==> src/rtl/rr_mux_arbiter.sv <==
// Round-robin N-to-1 multiplexing arbiter with a single registered output stage.
// Optional packet locking is enabled by defining RR_MUX_ARBITER_PKT_LOCK_EN.
module rr_mux_arbiter #(
    parameter int N = 4,
    parameter int W = 4
) (
    input  logic                   clk,
    input  logic                   rst,
    input  logic [N-1:0]           ip_valid,
    input  logic [N*W-1:0]         ip,
    output logic [N-1:0]           ip_ready,
`ifdef RR_MUX_ARBITER_PKT_LOCK_EN
    input  logic [N-1:0]           ip_last,
    output logic                   out_last,
`endif
    output logic [W-1:0]           out,
    output logic [$clog2(N)-1:0]   sel,
    output logic                   out_valid,
    input  logic                   out_ready
);

    localparam int SW = $clog2(N);
    localparam logic [SW:0]   NV     = (SW+1)'(N);
    localparam logic [SW-1:0] LASTCH = SW'(N-1);

    logic [SW-1:0]  r_ptr;
    logic [W-1:0]   r_out;
    logic [SW-1:0]  r_sel;
    logic           r_outValid;

    logic           w_loadEn;
    logic [2*N-1:0] w_validDbl;
    logic [N-1:0]   w_rot;
    logic           w_rrHit;
    logic [SW-1:0]  w_rrOff;
    logic [SW:0]    w_sum;
    logic [SW-1:0]  w_rrIdx;
    logic           w_grantHit;
    logic [SW-1:0]  w_grantIdx;
    logic [W-1:0]   w_grantData;
    logic           w_transfer;
    logic           w_advance;
    logic [SW-1:0]  w_ptrInc;

    assign w_loadEn   = (!r_outValid || out_ready) && !rst;
    assign w_validDbl = {ip_valid, ip_valid};
    assign w_rot      = N'(w_validDbl >> r_ptr);

    // Rotate requests so ptr sits at bit 0, then the lowest set bit is the winner.
    always_comb begin
        w_rrHit = 1'b0;
        w_rrOff = '0;
        for (int k = N - 1; k >= 0; k--) begin
            if (w_rot[k]) begin
                w_rrHit = 1'b1;
                w_rrOff = SW'(k);
            end
        end
    end

    assign w_sum   = {1'b0, r_ptr} + {1'b0, w_rrOff};
    assign w_rrIdx = (w_sum >= NV) ? SW'(w_sum - NV) : w_sum[SW-1:0];

`ifdef RR_MUX_ARBITER_PKT_LOCK_EN
    typedef enum logic {
        LOCK_IDLE,
        LOCK_HELD
    } lockState_t;

    lockState_t     r_lockState;
    lockState_t     w_lockStateNext;
    logic [SW-1:0]  r_lockCh;
    logic [SW-1:0]  w_lockChNext;
    logic           r_outLast;
    logic           w_grantLast;

    always_comb begin
        if (r_lockState == LOCK_HELD) begin
            w_grantHit = ip_valid[r_lockCh];
            w_grantIdx = r_lockCh;
        end else begin
            w_grantHit = w_rrHit;
            w_grantIdx = w_rrIdx;
        end
    end

    assign w_grantLast = ip_last[w_grantIdx];
    assign w_advance   = w_transfer && w_grantLast;

    always_comb begin
        w_lockStateNext = r_lockState;
        w_lockChNext    = r_lockCh;
        if (w_transfer) begin
            if (w_grantLast) begin
                w_lockStateNext = LOCK_IDLE;
            end else begin
                w_lockStateNext = LOCK_HELD;
                w_lockChNext    = w_grantIdx;
            end
        end
    end

    always_ff @(posedge clk) begin
        if (rst) begin
            r_lockState <= LOCK_IDLE;
            r_lockCh    <= '0;
            r_outLast   <= 1'b0;
        end else begin
            r_lockState <= w_lockStateNext;
            r_lockCh    <= w_lockChNext;
            if (w_transfer) begin
                r_outLast <= w_grantLast;
            end
        end
    end

    assign out_last = r_outLast;
`else
    assign w_grantHit = w_rrHit;
    assign w_grantIdx = w_rrIdx;
    assign w_advance  = w_transfer;
`endif

    assign w_transfer = w_grantHit && w_loadEn;
    assign w_ptrInc   = (w_grantIdx == LASTCH) ? '0 : w_grantIdx + 1'b1;

    always_comb begin
        ip_ready = '0;
        if (w_transfer) begin
            ip_ready[w_grantIdx] = 1'b1;
        end
    end

    always_comb begin
        w_grantData = '0;
        for (int i = 0; i < N; i++) begin
            if (w_grantIdx == SW'(i)) begin
                w_grantData = ip[i*W +: W];
            end
        end
    end

    // A pop with no simultaneous load empties the stage; a load always refills it.
    always_ff @(posedge clk) begin
        if (rst) begin
            r_out      <= '0;
            r_sel      <= '0;
            r_outValid <= 1'b0;
            r_ptr      <= '0;
        end else begin
            if (w_transfer) begin
                r_out      <= w_grantData;
                r_sel      <= w_grantIdx;
                r_outValid <= 1'b1;
            end else if (r_outValid && out_ready) begin
                r_outValid <= 1'b0;
            end
            if (w_advance) begin
                r_ptr <= w_ptrInc;
            end
        end
    end

    assign out       = r_out;
    assign sel       = r_sel;
    assign out_valid = r_outValid;

endmodule
==> config.mk <==
export PLATFORM = sky130hd
export DESIGN_NAME = rr_mux_arbiter
export DESIGN_NICKNAME = d
export VERILOG_FILES = /design/src/rtl/rr_mux_arbiter.sv
export SDC_FILE = /design/constraint.sdc
export NUM_CORES = 1
export LEC_CHECK = 0
export ABC_AREA = 1
export CAP_MARGIN = 20
export CELL_PAD_IN_SITES_DETAIL_PLACEMENT = 1
export CELL_PAD_IN_SITES_GLOBAL_PLACEMENT = 2
export CORE_UTILIZATION = 21
export CTS_CLUSTER_SIZE = 30
export DETAILED_ROUTE_END_ITERATION = 16
export GPL_TIMING_DRIVEN = 0
export HOLD_SLACK_MARGIN = 0.08
export PLACE_DENSITY_LB_ADDON = 0.1
export SETUP_SLACK_MARGIN = 0.3
export SYNTH_ARGS = -nofsm -noshare
export SYNTH_HDL_FRONTEND = slang
export SYNTH_SLANG_ARGS = --single-unit
==> constraint.sdc <==
create_clock -name clk -period 7.25 [get_ports clk]
set_input_delay 1.45 -clock clk [delete_from_list [all_inputs] [get_ports clk]]
set_output_delay 1.45 -clock clk [all_outputs]
set_load 0.05 [all_outputs]
### Word-level counts from Yosys, hierarchy flattened

Cells that the tools add are included.

* flip-flop bits (word level): 9
* bits of input ports: 23

* add/subtract/negate cells: 3
* order comparisons: 3
* eq/ne operators: 3
* shift-type cells: 1
* multiplexer cells: 19
* reductions and logical operators: 9

Operators by type and width (number)
* $mux W4: 5
* $mux W2: 6
* $shr A8 B2 Y4: 1
* $mux W1: 7
* $eq A2 B2 Y1 const B: 2
* $logic_and A1 B1 Y1: 4
* $add A2 B2 Y3: 1
* $ge A3 B3 Y1 const B: 1
* $lt A2 B3 Y1 const B: 1
* $add A2 B1 Y2 const B: 1
* $demux W1 S2: 1
* $eq A2 B1 Y1 const B: 1
* $ge A2 B1 Y1 const B: 1
* $logic_not A1 Y1: 2
* $logic_not A2 Y1: 1
* $reduce_bool A2 Y1: 1
* $sub A2 B1 Y2 const B: 1
* $logic_or A1 B1 Y1: 1

### Depth between registers and ports, before layout

* depth in word-level cells: 13
* depth in mapped cells: 19

### Worst setup path before layout

OpenSTA, ideal clock, no wires.

* path type: input -> output
* from: in ip_valid[1]
* to: out ip_ready[3]
* arrival: 3.509 ns
* required time: 5.800 ns
* path slack: 2.291 ns
* cell stages on the path: 13
* buffers on the path: 1
* cells stage by stage: nand2_1 -> nand3_1 -> nand2_2 -> nand3_1 -> a21boi_0 -> ha_1 -> xor2_1 -> o21ai_0 -> nand2_1 -> ha_1 -> buf_1 -> inv_1 -> nor2_1

* longest elaborated chain between the ends: 13
* elaborated cells on any way between the ends: 20
* those cells by class: add/sub (2); order compare (3); shift (1); mux (12); reduce/logical (2)

Ends and longest elaborated chain
* start, declared: RTL line 9 `input logic [N-1:0] ip_valid,`
* $shr A8 B2 Y4 *: RTL line 47 `assign w_rot = N'(w_validDbl >> r_ptr);`
* $mux W2 (3 in a row): RTL line 54 `if (w_rot[k]) begin`
* $mux W2 *: RTL line 54
* $add A2 B2 Y3 *: RTL line 61 `assign w_sum = {1'b0, r_ptr} + {1'b0, w_rrOff};`
* $ge A3 B3 Y1 or $sub A2 B1 Y2 (tied branches): RTL line 62 `assign w_rrIdx = (w_sum >= NV) ? SW'(w_sum - NV) : w_sum[SW-1:0];`
* $mux W2 *: RTL line 62
* named net w_grantIdx[1]: RTL line 39 `logic [SW-1:0] w_grantIdx;`
* $lt A2 B3 Y1 (not written as such) or $ge A2 B1 Y1 (tied branches): RTL line 130 `ip_ready[w_grantIdx] = 1'b1;`
* $logic_and A1 B1 Y1 (not written as such): RTL line 130
* $mux W1 (not written as such): RTL line 130
* $demux W1 S2 *: RTL line 130
* $mux W4 *: RTL line 129 `if (w_transfer) begin`
* end, declared: RTL line 11 `output logic [N-1:0] ip_ready,`

The timed path passes the listed nets; every way through them passes the cells marked *.

### Worst setup path after layout

* from: in ip_valid[2]
* to: out ip_ready[3]

The elaborated chain is that of the path after synthesis.

==> flow_summary.json <==
{
  "fin_setup_tns_ns": 0,
  "num_vias": 862,
  "yosysWarnings": 0,
  "max-slew-margin-rel": 0.664,
  "nNetsFinal": 184,
  "rsz0062_at_grt": "false",
  "grt_pass1_wl_um": 3370,
  "first_pass_iters": 4,
  "grt_max_degree": 11,
  "drv_slew": 0,
  "hold_viol": 0,
  "initial_core_util": 0.228,
  "dp_slack_ns": 1.31,
  "cts_setup_buffers": 0,
  "post-dp-hpwl_um": 1720,
  "cts_tree": "yes",
  "die_area_um2": 3660,
  "area_growth_pct": 57.2,
  "antenna_found_initial": 0,
  "dr.first_iter.drc_count": 24,
  "fmax_ghz": 0.170,
  "overflow": 0,
  "synthesis.area_um2": 719,
  "antenna_cells": 0,
  "power_density_nw_per_um2": 526,
  "path_max_fanout": 10,
  "routedWlPerCell_um": 10.1,
  "cts_hold_buf": 0,
  "htreeDepth": 1,
  "max-cap-violations": 0,
  "cts_root_buffer": "clkbuf_4",
  "clk_pin_slew_ns": 0.06,
  "p_leak_uw": 0.000531,
  "startpoint": "ip_valid[2]",
  "fp.dieH_um": 60.5,
  "cp_data_arrival_time_ns": 4.44,
  "crit_buf_inv": 4,
  "fillers": 439,
  "status": "finished, final reports clean",
  "fin_crit_ns": 5.89,
  "grtUsageTotal": 0.120,
  "clock_skew_ns": 0.00299,
  "hp-class": "reg2reg",
  "synth_nets": 146,
  "worst_pin_slew_ns": 0.502,
  "clock_sinks": 9,
  "wl_um": 2000,
  "drc": 0,
  "crit_family": "buffers and inverters",
  "layout_commonest_cell": "nand2_1",
  "rows": 20,
  "ys_seq_area_frac": 0.250,
  "finalCritPeriodShare": 0.813,
  "postLayoutSetupSlackWorst_ns": 1.36,
  "cts_buffers": 3,
  "ys_ff_latch": 9,
  "start_kind": "input pin",
  "drive_gt1_frac": 0.0581,
  "peakVddDrop_v": 0.000173,
  "crit_chain": "clkdlybuf4s50_1 -> nand2_1 -> nand3_1 -> nand3_1 -> a21boi_0 -> ha_1 -> xor2_1 -> o21ai_0 -> nand2_1 -> ha_1 -> buf_1 -> inv_1 -> nor2_1 -> clkdlybuf4s50_1",
  "layout_common_cells": "nand2_1, clkdlybuf4s50_1, nand3_1, inv_1, o21ai_0",
  "end_kind": "primary output",
  "postSynthCellCount": 118,
  "worst-setup-path-type": "in2out",
  "avgViaCountPerCell": 4.33,
  "avgSynthCellArea_um2": 6.10,
  "drtAntennaViolNets": 0,
  "crit_required_ns": 5.80,
  "io_pins": 34,
  "cts_resized": 0,
  "grt_pass1_vias": 860,
  "critPathMaxStageDelay_ns": 0.81,
  "insertion_delay_ns": 0.26,
  "ys_types": 17,
  "core_um2": 3150,
  "critPathSlowestCell": "clkdlybuf4s50_1",
  "min-delay-start": "out[2]",
  "setup_violations": 0,
  "rr_startpoint": "r_ptr[0]",
  "fp.dieW_um": 60.5,
  "cts_buffer_depth": 2,
  "numPortBuffers": 33,
  "gp_congestion": 0.686
}
==> worst reg2reg max path, stage by stage (launching register included) <==
cell and delay, ns:
dfxtp_1 0.46, inv_2 0.09, nand2_1 0.09, nand3_1 0.09, nand2_2 0.08, nand3_1 0.06, a21boi_0 0.17, ha_1 0.18
xor2_1 0.16, o21ai_0 0.11, nand2_1 0.15, inv_1 0.08, ha_1 0.24, inv_1 0.15, nand3_1 0.08, nand2_1 0.08
o21ai_0 0.07, o21ai_0 0.15, nand2_1 0.08, nand2_1 0.06
==> sequential cells by signal, summed over array words and instances (netlist names) <==
signal     cells
out            4
r_ptr          2
sel            2
out_valid      1
==> per-layer routing <==
layer | up-vias | wire length, um | GRT usage
li1 | 452 | - | -
met1 | 386 | 899 | 0.136
met2 | 24 | 992 | 0.223
met3 | 0 | 108 | 0.0384
met4 | 0 | 0 | 0.0195
met5 | - | 0 | 0
==> stage by stage <==
| stage | util | hold slack [ns] | area (um^2) | cells | total power (uW) |
|---|---|---|---|---|---|
| global route | 0.359 | 0.487 | 1130 | 199 | 671 |
| global placement | 0.350 | 0.454 | 1100 | 195 | 563 |
| CTS | 0.359 | 0.469 | 1130 | 199 | 612 |
| floorplan | - | 0.510 | 719 | 118 | 434 |
| finish | 0.359 | 0.460 | 1130 | 199 | 594 |
| detailed placement | 0.350 | 0.459 | 1100 | 195 | 572 |
==> area by class of cell <==
| class | count | area, um^2 | area share |
|---|---|---|---|
| inverter | 15 | 56.3 | 0.0498 |
| sequential | 9 | 180 | 0.159 |
| buffer | 3 | 22.5 | 0.0199 |
| timing repair buffer | 33 | 330 | 0.292 |
| tap | 44 | 55.1 | 0.0487 |
| clock buffer | 4 | 26.3 | 0.0232 |
| multi-input combinational | 91 | 460 | 0.407 |
==> power by group <==
group	switching [uW]	internal, uW	leakage [uW]
combinational	306	169	0.000442
sequential	12.3	70.1	0.0000748
clock	16.2	21.1	0.0000150
total	334	260	0.000531
==> cells by family after synthesis <==
kind of cell | Yosys count | share of synthesized area
AOI/OAI and AO/OA | 18 | 0.144
buffers and inverters | 18 | 0.110
and+or+nand+nor | 67 | 0.397
xor gates and xnor gates | 1 | 0.0122
adders and majority gates | 5 | 0.0870
DFF | 9 | 0.250
==> cells in the mapped netlist, drive strengths merged <==
cell | instances | share of area
nand3b | 1 | 0.010
xor2 | 1 | 0.012
ha | 5 | 0.087
inv | 15 | 0.078
dfxtp | 9 | 0.25
buf | 3 | 0.031
nand2 | 41 | 0.22
nand3 | 20 | 0.14
nor2 | 5 | 0.026
o21ai | 11 | 0.092
a21oi | 6 | 0.042
a21boi | 1 | 0.010
==> worst paths after layout <==
| path | to | slack (ns) | cells past startpoint |
|---|---|---|---|
| worst max-delay path | ip_ready[3] | 1.36 | 14 |
| worst min-delay path | out[2] | 0.46 | 2 |
| worst max register to register | out[3] | 4.56 | 19 |
| worst min register to register | out[2] | 0.46 | 2 |
Note: power is estimated with default switching activity, not from simulation.
